`src/rtl/calc_pkg.sv`:
```
// rtl/calc_pkg.sv - shared key codes, sequencer state type and digit decode
//
// Purpose: constants and helpers shared by the RPN key sequencer and its
// multiplier. Key codes are the raw 5-bit numpad values (bit4 = valid).
package calc_pkg;

  localparam logic [4:0] KEY_1     = 5'b10000;
  localparam logic [4:0] KEY_4     = 5'b10001;
  localparam logic [4:0] KEY_7     = 5'b10010;
  localparam logic [4:0] KEY_0     = 5'b10011;
  localparam logic [4:0] KEY_2     = 5'b10100;
  localparam logic [4:0] KEY_5     = 5'b10101;
  localparam logic [4:0] KEY_8     = 5'b10110;
  localparam logic [4:0] KEY_3     = 5'b11000;
  localparam logic [4:0] KEY_6     = 5'b11001;
  localparam logic [4:0] KEY_9     = 5'b11010;
  localparam logic [4:0] KEY_ENTER = 5'b11100;
  localparam logic [4:0] KEY_ADD   = 5'b11101;
  localparam logic [4:0] KEY_SUB   = 5'b11110;
  localparam logic [4:0] KEY_MUL   = 5'b11111;

  typedef enum logic [2:0] {
    ST_IDLE,
    ST_DECODE,
    ST_MUL,
    ST_ISSUE,
    ST_RELEASE
  } state_e;

  function automatic logic is_digit(input logic [4:0] code);
    case (code)
      KEY_0, KEY_1, KEY_2, KEY_3, KEY_4,
      KEY_5, KEY_6, KEY_7, KEY_8, KEY_9: is_digit = 1'b1;
      default:                           is_digit = 1'b0;
    endcase
  endfunction

  function automatic logic [3:0] digit_of(input logic [4:0] code);
    case (code)
      KEY_1:   digit_of = 4'd1;
      KEY_2:   digit_of = 4'd2;
      KEY_3:   digit_of = 4'd3;
      KEY_4:   digit_of = 4'd4;
      KEY_5:   digit_of = 4'd5;
      KEY_6:   digit_of = 4'd6;
      KEY_7:   digit_of = 4'd7;
      KEY_8:   digit_of = 4'd8;
      KEY_9:   digit_of = 4'd9;
      default: digit_of = 4'd0;
    endcase
  endfunction

endpackage

```
`src/rtl/calc_seq_mul.sv`:
```
// rtl/calc_seq_mul.sv - iterative shift-add multiplier, one bit per cycle
//
// Ports:
//   clock, reset (sync, active-low; aborts a running operation)
//   start   : load a and b and begin
//   a, b    : operands
//   done    : single-cycle pulse exactly WIDTH cycles after start
//   product : low WIDTH bits of a*b, valid while done=1
module calc_seq_mul #(
  parameter int WIDTH = 32
) (
  input  logic             clock,
  input  logic             reset,
  input  logic             start,
  input  logic [WIDTH-1:0] a,
  input  logic [WIDTH-1:0] b,
  output logic             done,
  output logic [WIDTH-1:0] product
);

  localparam int CW = $clog2(WIDTH + 1);

  logic [WIDTH-1:0] acc_q, acc_d;
  logic [WIDTH-1:0] mcand_q, mcand_d;
  logic [WIDTH-1:0] mplier_q, mplier_d;
  logic [CW-1:0]    cnt_q, cnt_d;
  logic             run_q, run_d;
  logic [WIDTH-1:0] sum;

  // The final step's sum is presented combinationally so done lands
  // WIDTH cycles after start rather than one cycle later.
  assign sum     = acc_q + (mplier_q[0] ? mcand_q : '0);
  assign done    = run_q && (cnt_q == CW'(1));
  assign product = sum;

  always_comb begin
    acc_d    = acc_q;
    mcand_d  = mcand_q;
    mplier_d = mplier_q;
    cnt_d    = cnt_q;
    run_d    = run_q;
    if (start) begin
      acc_d    = '0;
      mcand_d  = a;
      mplier_d = b;
      cnt_d    = CW'(WIDTH);
      run_d    = 1'b1;
    end else if (run_q) begin
      acc_d    = sum;
      mcand_d  = mcand_q << 1;
      mplier_d = mplier_q >> 1;
      cnt_d    = cnt_q - CW'(1);
      if (cnt_q == CW'(1)) run_d = 1'b0;
    end
  end

  always_ff @(posedge clock) begin
    if (!reset) begin
      acc_q    <= '0;
      mcand_q  <= '0;
      mplier_q <= '0;
      cnt_q    <= '0;
      run_q    <= 1'b0;
    end else begin
      acc_q    <= acc_d;
      mcand_q  <= mcand_d;
      mplier_q <= mplier_d;
      cnt_q    <= cnt_d;
      run_q    <= run_d;
    end
  end

endmodule

```
`src/rtl/calc_key_sequencer.sv`:
```
// rtl/calc_key_sequencer.sv - debounced one-command-per-press RPN key sequencer
//
// Ports:
//   clock, reset (sync, active-low)
//   key         : numpad code, bit4 = valid
//   top, next   : stack top and second element
//   count       : stack element count
//   stack_push, stack_pop, stack_write : one-cycle registered strobes
//   new_value   : value for stack_write
//   busy        : high whenever not IDLE
//   op_error    : sticky flag for the last rejected command
module calc_key_sequencer
  import calc_pkg::*;
#(
  parameter int WIDTH         = 32,
  parameter int COUNT_BITS    = 6,
  parameter int MAX_COUNT     = 32,
  parameter int STABLE_CYCLES = 1000
) (
  input  logic                  clock,
  input  logic                  reset,
  input  logic [4:0]            key,
  input  logic [WIDTH-1:0]      top,
  input  logic [WIDTH-1:0]      next,
  input  logic [COUNT_BITS-1:0] count,
  output logic                  stack_push,
  output logic                  stack_pop,
  output logic                  stack_write,
  output logic [WIDTH-1:0]      new_value,
  output logic                  busy,
  output logic                  op_error
);

  localparam int              SW          = $clog2(STABLE_CYCLES + 1);
  localparam logic [SW-1:0]   STABLE_LAST = SW'(STABLE_CYCLES - 1);
  localparam int              EW          = WIDTH + 4;

  state_e           state_q, state_d;
  logic [4:0]       key_prev_q, code_q, code_d;
  logic [SW-1:0]    stab_q, stab_d;
  logic             push_q, push_d, pop_q, pop_d, write_q, write_d, err_q, err_d;
  logic [WIDTH-1:0] value_q, value_d;
  logic             stable, few_ops, mul_start, mul_done;
  logic [EW-1:0]    dig_ext;
  logic [WIDTH-1:0] mul_product;

  calc_seq_mul #(.WIDTH(WIDTH)) u_mul (
    .clock   (clock),
    .reset   (reset),
    .start   (mul_start),
    .a       (next),
    .b       (top),
    .done    (mul_done),
    .product (mul_product)
  );

  // stab_q = run length of key_prev_q minus one, saturating; stable means
  // the previous STABLE_CYCLES samples were identical.
  assign stable  = (stab_q == STABLE_LAST);
  // Four extra bits hold top*10+9 exactly, so any carry out is an overflow.
  assign dig_ext = EW'(top) * EW'(10) + EW'(digit_of(code_q));
  assign few_ops = (count < COUNT_BITS'(2));

  always_comb begin
    state_d   = state_q;
    code_d    = code_q;
    push_d    = 1'b0;
    pop_d     = 1'b0;
    write_d   = 1'b0;
    value_d   = value_q;
    err_d     = err_q;
    mul_start = 1'b0;
    if (key != key_prev_q)   stab_d = '0;
    else if (stable)         stab_d = stab_q;
    else                     stab_d = stab_q + SW'(1);

    case (state_q)
      ST_IDLE: begin
        if (stable && key_prev_q[4]) begin
          state_d = ST_DECODE;
          code_d  = key_prev_q;
        end
      end
      ST_DECODE: begin
        state_d = ST_ISSUE;
        if (is_digit(code_q)) begin
          if (count == '0 || (|dig_ext[EW-1:WIDTH])) err_d = 1'b1;
          else begin
            write_d = 1'b1;
            value_d = dig_ext[WIDTH-1:0];
            err_d   = 1'b0;
          end
        end else begin
          case (code_q)
            KEY_ENTER: begin
              if (count >= COUNT_BITS'(MAX_COUNT)) err_d = 1'b1;
              else begin
                push_d = 1'b1;
                err_d  = 1'b0;
              end
            end
            KEY_ADD, KEY_SUB: begin
              if (few_ops) err_d = 1'b1;
              else begin
                pop_d   = 1'b1;
                write_d = 1'b1;
                value_d = (code_q == KEY_ADD) ? next + top : next - top;
                err_d   = 1'b0;
              end
            end
            KEY_MUL: begin
              if (few_ops) err_d = 1'b1;
              else begin
                mul_start = 1'b1;
                state_d   = ST_MUL;
              end
            end
            // Unmapped codes still pass through ISSUE/RELEASE silently.
            default: ;
          endcase
        end
      end
      ST_MUL: begin
        if (mul_done) begin
          state_d = ST_ISSUE;
          pop_d   = 1'b1;
          write_d = 1'b1;
          value_d = mul_product;
          err_d   = 1'b0;
        end
      end
      ST_ISSUE:   state_d = ST_RELEASE;
      ST_RELEASE: if (stable && !key_prev_q[4]) state_d = ST_IDLE;
      default:    state_d = ST_IDLE;
    endcase
  end

  always_ff @(posedge clock) begin
    if (!reset) begin
      state_q    <= ST_IDLE;
      key_prev_q <= '0;
      code_q     <= '0;
      stab_q     <= '0;
      push_q     <= 1'b0;
      pop_q      <= 1'b0;
      write_q    <= 1'b0;
      value_q    <= '0;
      err_q      <= 1'b0;
    end else begin
      state_q    <= state_d;
      key_prev_q <= key;
      code_q     <= code_d;
      stab_q     <= stab_d;
      push_q     <= push_d;
      pop_q      <= pop_d;
      write_q    <= write_d;
      value_q    <= value_d;
      err_q      <= err_d;
    end
  end

  assign stack_push  = push_q;
  assign stack_pop   = pop_q;
  assign stack_write = write_q;
  assign new_value   = value_q;
  assign op_error    = err_q;
  assign busy        = (state_q != ST_IDLE);

endmodule

```
`config.mk`:
```
export PLATFORM = sky130hd
export DESIGN_NAME = calc_key_sequencer
export DESIGN_NICKNAME = d
export VERILOG_FILES = /design/src/rtl/calc_pkg.sv /design/src/rtl/calc_seq_mul.sv /design/src/rtl/calc_key_sequencer.sv
export SDC_FILE = /design/constraint.sdc
export NUM_CORES = 1
export LEC_CHECK = 0
export ABC_AREA = 1
export CAP_MARGIN = 20
export CORE_MARGIN = 2
export CORE_UTILIZATION = 60
export DETAILED_ROUTE_END_ITERATION = 10
export PLACE_DENSITY = 0.83
export SYNTH_ARGS = -nofsm -noshare
export SYNTH_HDL_FRONTEND = slang
export SYNTH_SLANG_ARGS = --single-unit
```
`constraint.sdc`:
```
create_clock -name clock -period 5.97 [get_ports clock]
set_clock_uncertainty 0.15 [all_clocks]
set_input_delay 1.194 -clock clock [delete_from_list [all_inputs] [get_ports clock]]
set_output_delay 1.194 -clock clock [all_outputs]
set_load 0.01 [all_outputs]
```
==> reports/qor.txt <==
total grt overflow = 0
pin count of the biggest net entering global routing = 71
most common cell after layout, fill and taps aside = nand2_1
register area share after synthesis = 21.4%
Fill cells = 2332
fin crit period = 5.52 ns
gr busiest metal = met2
crit path max fanout = 39
Clk pwr share = 32.4%
f_max = 0.181 GHz
layout cells sized above 1 = 5.74%
area growth from synthesis to layout = 14.6%
Chip Height = 165 um
Final Hold Viols = 0
FP Rows = 59
PD cells = 203 nW/um^2
postcts setup bufs = 0
Core Region = 25800 um^2
Slew HR = 38.8%
root buffer cell = clkbuf_16
CTS resizes = 0
GP Congestion = 1.02
vias in the first global route = 16700
CP Class = in2reg
Initial Util = 60.6%
Reg2Reg Capture Point = new_value[30]
sequential share of power = 32.8%
Yosys cell types = 50
# clock sinks = 167
worst r2r src = u_mul.mplier_q[0]
clock latency on the worst-skew pair = 0.45 ns
H-tree levels = 4
Yosys reg bits = 167
die area = 27300 um^2
Multi-input gate area = 10600 um^2
# DRC = 0
Bufs on Longest Clock Path = 2
Overall Global Routing Usage = 39.6%
met2 Use GR = 68.0%
smallest hold slack = 0.319 ns
# nets final = 2921
sequential cell area = 3350 um^2
drt first pass iters = 6
Design Area, Final = 17900 um^2
Worst Tran Pin Value = 0.918 ns
Synth Cell Area = 15600 um^2
Worst VDD drop = 0.190 mV
ANT nets after route = 0
status = finished, final reports clean
Inserted Clock Buffers = 17
Worst Path Arrival = 5.71 ns
drt total wl = 54300 um
clock slew at the register clock pins of the worst setup and hold paths = 0.08 ns
Wirelength per Cell = 17.8 um
IO buf count = 113
post-route clock period utilization = 92.5%
asr flop ratio synth = 0%
syn avg cell area = 5.99 um^2
initial antenna violation count = 4
Max Cap Viol = 0
Reg2Reg Setup Slack = 1.50 ns
switching share of power = 39.2%
Switching Power = 1420 uW
CTS tree = yes
Setup crit end kind = flop
setup violation total in the final timing report = 0
DP Area = 17200 um^2
# IOs = 114
post-synthesis cell count = 2606
Hold Buf Count CTS = 0
Startpoint Class = input pin
Worst R2R Path Depth = 17
vias = 17900
Worst Hold Class = reg2reg
M3 GR Usage = 5.79%
Yosys warnings = 0
drt via density = 5.84
number of synthesized flops with an enable pin = 0
P_int = 2210 uW
Leak = 0.00850 uW
first-pass GRT wire length = 84000 um
initial drt markers = 1771
crit path launch = top[0]
Slew Limit Fails = 0
most frequent cells in the layout = 710 x nand2_1, 341 x inv_1, 302 x nor2_1
Required @ worst endpoint = 6.16 ns
HPWL Detailed = 42800 um
grt met1 use = 47.9%
post-synth net total = 2820
logic gate share of total power = 34.8%
Top FF cell, synth = dfxtp_1
CP endpoint = new_value[27]
DIE WIDTH = 165 um
cells by family (layout without fill, tap and decap cells):
family                     after synthesis  after routing  share of synthesized area (%)
other                                    0              4                              0
adders and majority gates              137            137                           11.2
and+or+nand+nor                       1368           1368                           36.9
DFF                                    167            167                           21.4
xor gates and xnor gates                65             65                           3.65
buffers and inverters                  433            547                           10.6
AOI/OAI and AO/OA                      436            436                           16.3
worst min path at each step:
stage / startpoint / end / slack (ns) / cells after the start
detailed placement: stab_q[9] / stab_q[9] / 0.31 / 2
finish: stab_q[9] / stab_q[9] / 0.32 / 2
CTS: stab_q[9] / stab_q[9] / 0.32 / 2
global placement: stab_q[9] / stab_q[9] / 0.30 / 2
global route: u_mul.mplier_q[31] / u_mul.mplier_q[31] / 0.34 / 2
floorplan: u_mul.mplier_q[31] / u_mul.mplier_q[31] / 0.29 / 2
power groups by stage:
stage	clock network [uW]	logic, uW	registers (uW)
3_3_place_gp	0	1210	1210
2_1_floorplan	0	757	1230
6_report	1180	1260	1190
4_1_cts	1180	1230	1190
3_5_place_dp	0	1230	1220
5_1_grt	1220	1400	1200
layer usage:
layer  up-vias  wire length, um  share of wire [%]
li1       8766                -                  -
met1      8086            21300                 39
met2       844            25200                 46
met3       172             4800                8.8
met4         2             2940                5.4
met5         -               13              0.024
layout make-up:
cell class	instances	area share, %
Clock inverter	14	1.00
Timing Repair Buffer	160	8.44
Tap cell	335	2.34
Antenna cell	4	0.0560
Sequential cell	167	18.7
Inverter	355	7.45
Multi-Input combinational cell	2006	59.5
Clock buffer	18	2.46
worst max-delay path, stage by stage:
cell and delay [ns]:
clkdlybuf4s50_1 0.62, buf_4 0.20, ha_1 0.15, ha_1 0.23, inv_1 0.07, fa_1 0.41, inv_1 0.12, nand3_1 0.10
nand2_1 0.13, nand2_1 0.06, nand2_1 0.13, inv_1 0.08, nor2_1 0.21, nand3_1 0.13, nor2_1 0.13, nand3_1 0.14
nor2_2 0.21, nand3_2 0.14, o21ai_1 0.15, nand3_1 0.08, nor2_1 0.12, nand2_2 0.10, nand2_4 0.11, buf_4 0.38
nand3_1 0.17, nand2_1 0.09, nor2_1 0.04
per-stage QoR:
step	total power (uW)	TNS [ns]	util [%]	cells	setup slack, ns
global placement	2420	0	66.9	3023	0.175
CTS	3600	0	69.3	3055	0.397
floorplan	1990	0	-	2606	1.16
finish	3630	0	69.4	3059	0.448
detailed placement	2440	-0.0180	66.9	3023	-0.0180
global route	3810	-0.0271	69.4	3058	-0.0271
sequential cells by signal, indices dropped and copies added (netlist names), 3 cells and up, named ones only:
name	flops
code_q	5
key_prev_q	5
new_value	32
stab_q	10
state_q	3
u_mul.acc_q	32
u_mul.cnt_q	6
u_mul.mcand_q	32
u_mul.mplier_q	32
Yosys cell counts, types with 13 or more instances:
library cell  instances  area [um^2]
dfxtp_1             167         3340
inv_1               341         1280
xor2_1               42          368
nor2_2               13         81.3
ha_1                133         1660
a31oi_1              46          288
o21ai_0             113          566
nand2_1             710         2670
a21oi_1             178          891
o211ai_1             20          150
nand4_1              28          175
nor2_1              303         1140
nand3_1             206         1030
clkbuf_1             56          210
a311oi_1             31          272
or2_2                23          144
nor3_1               43          215
xnor2_1              23          201
Power figures use the tool's default switching activity.
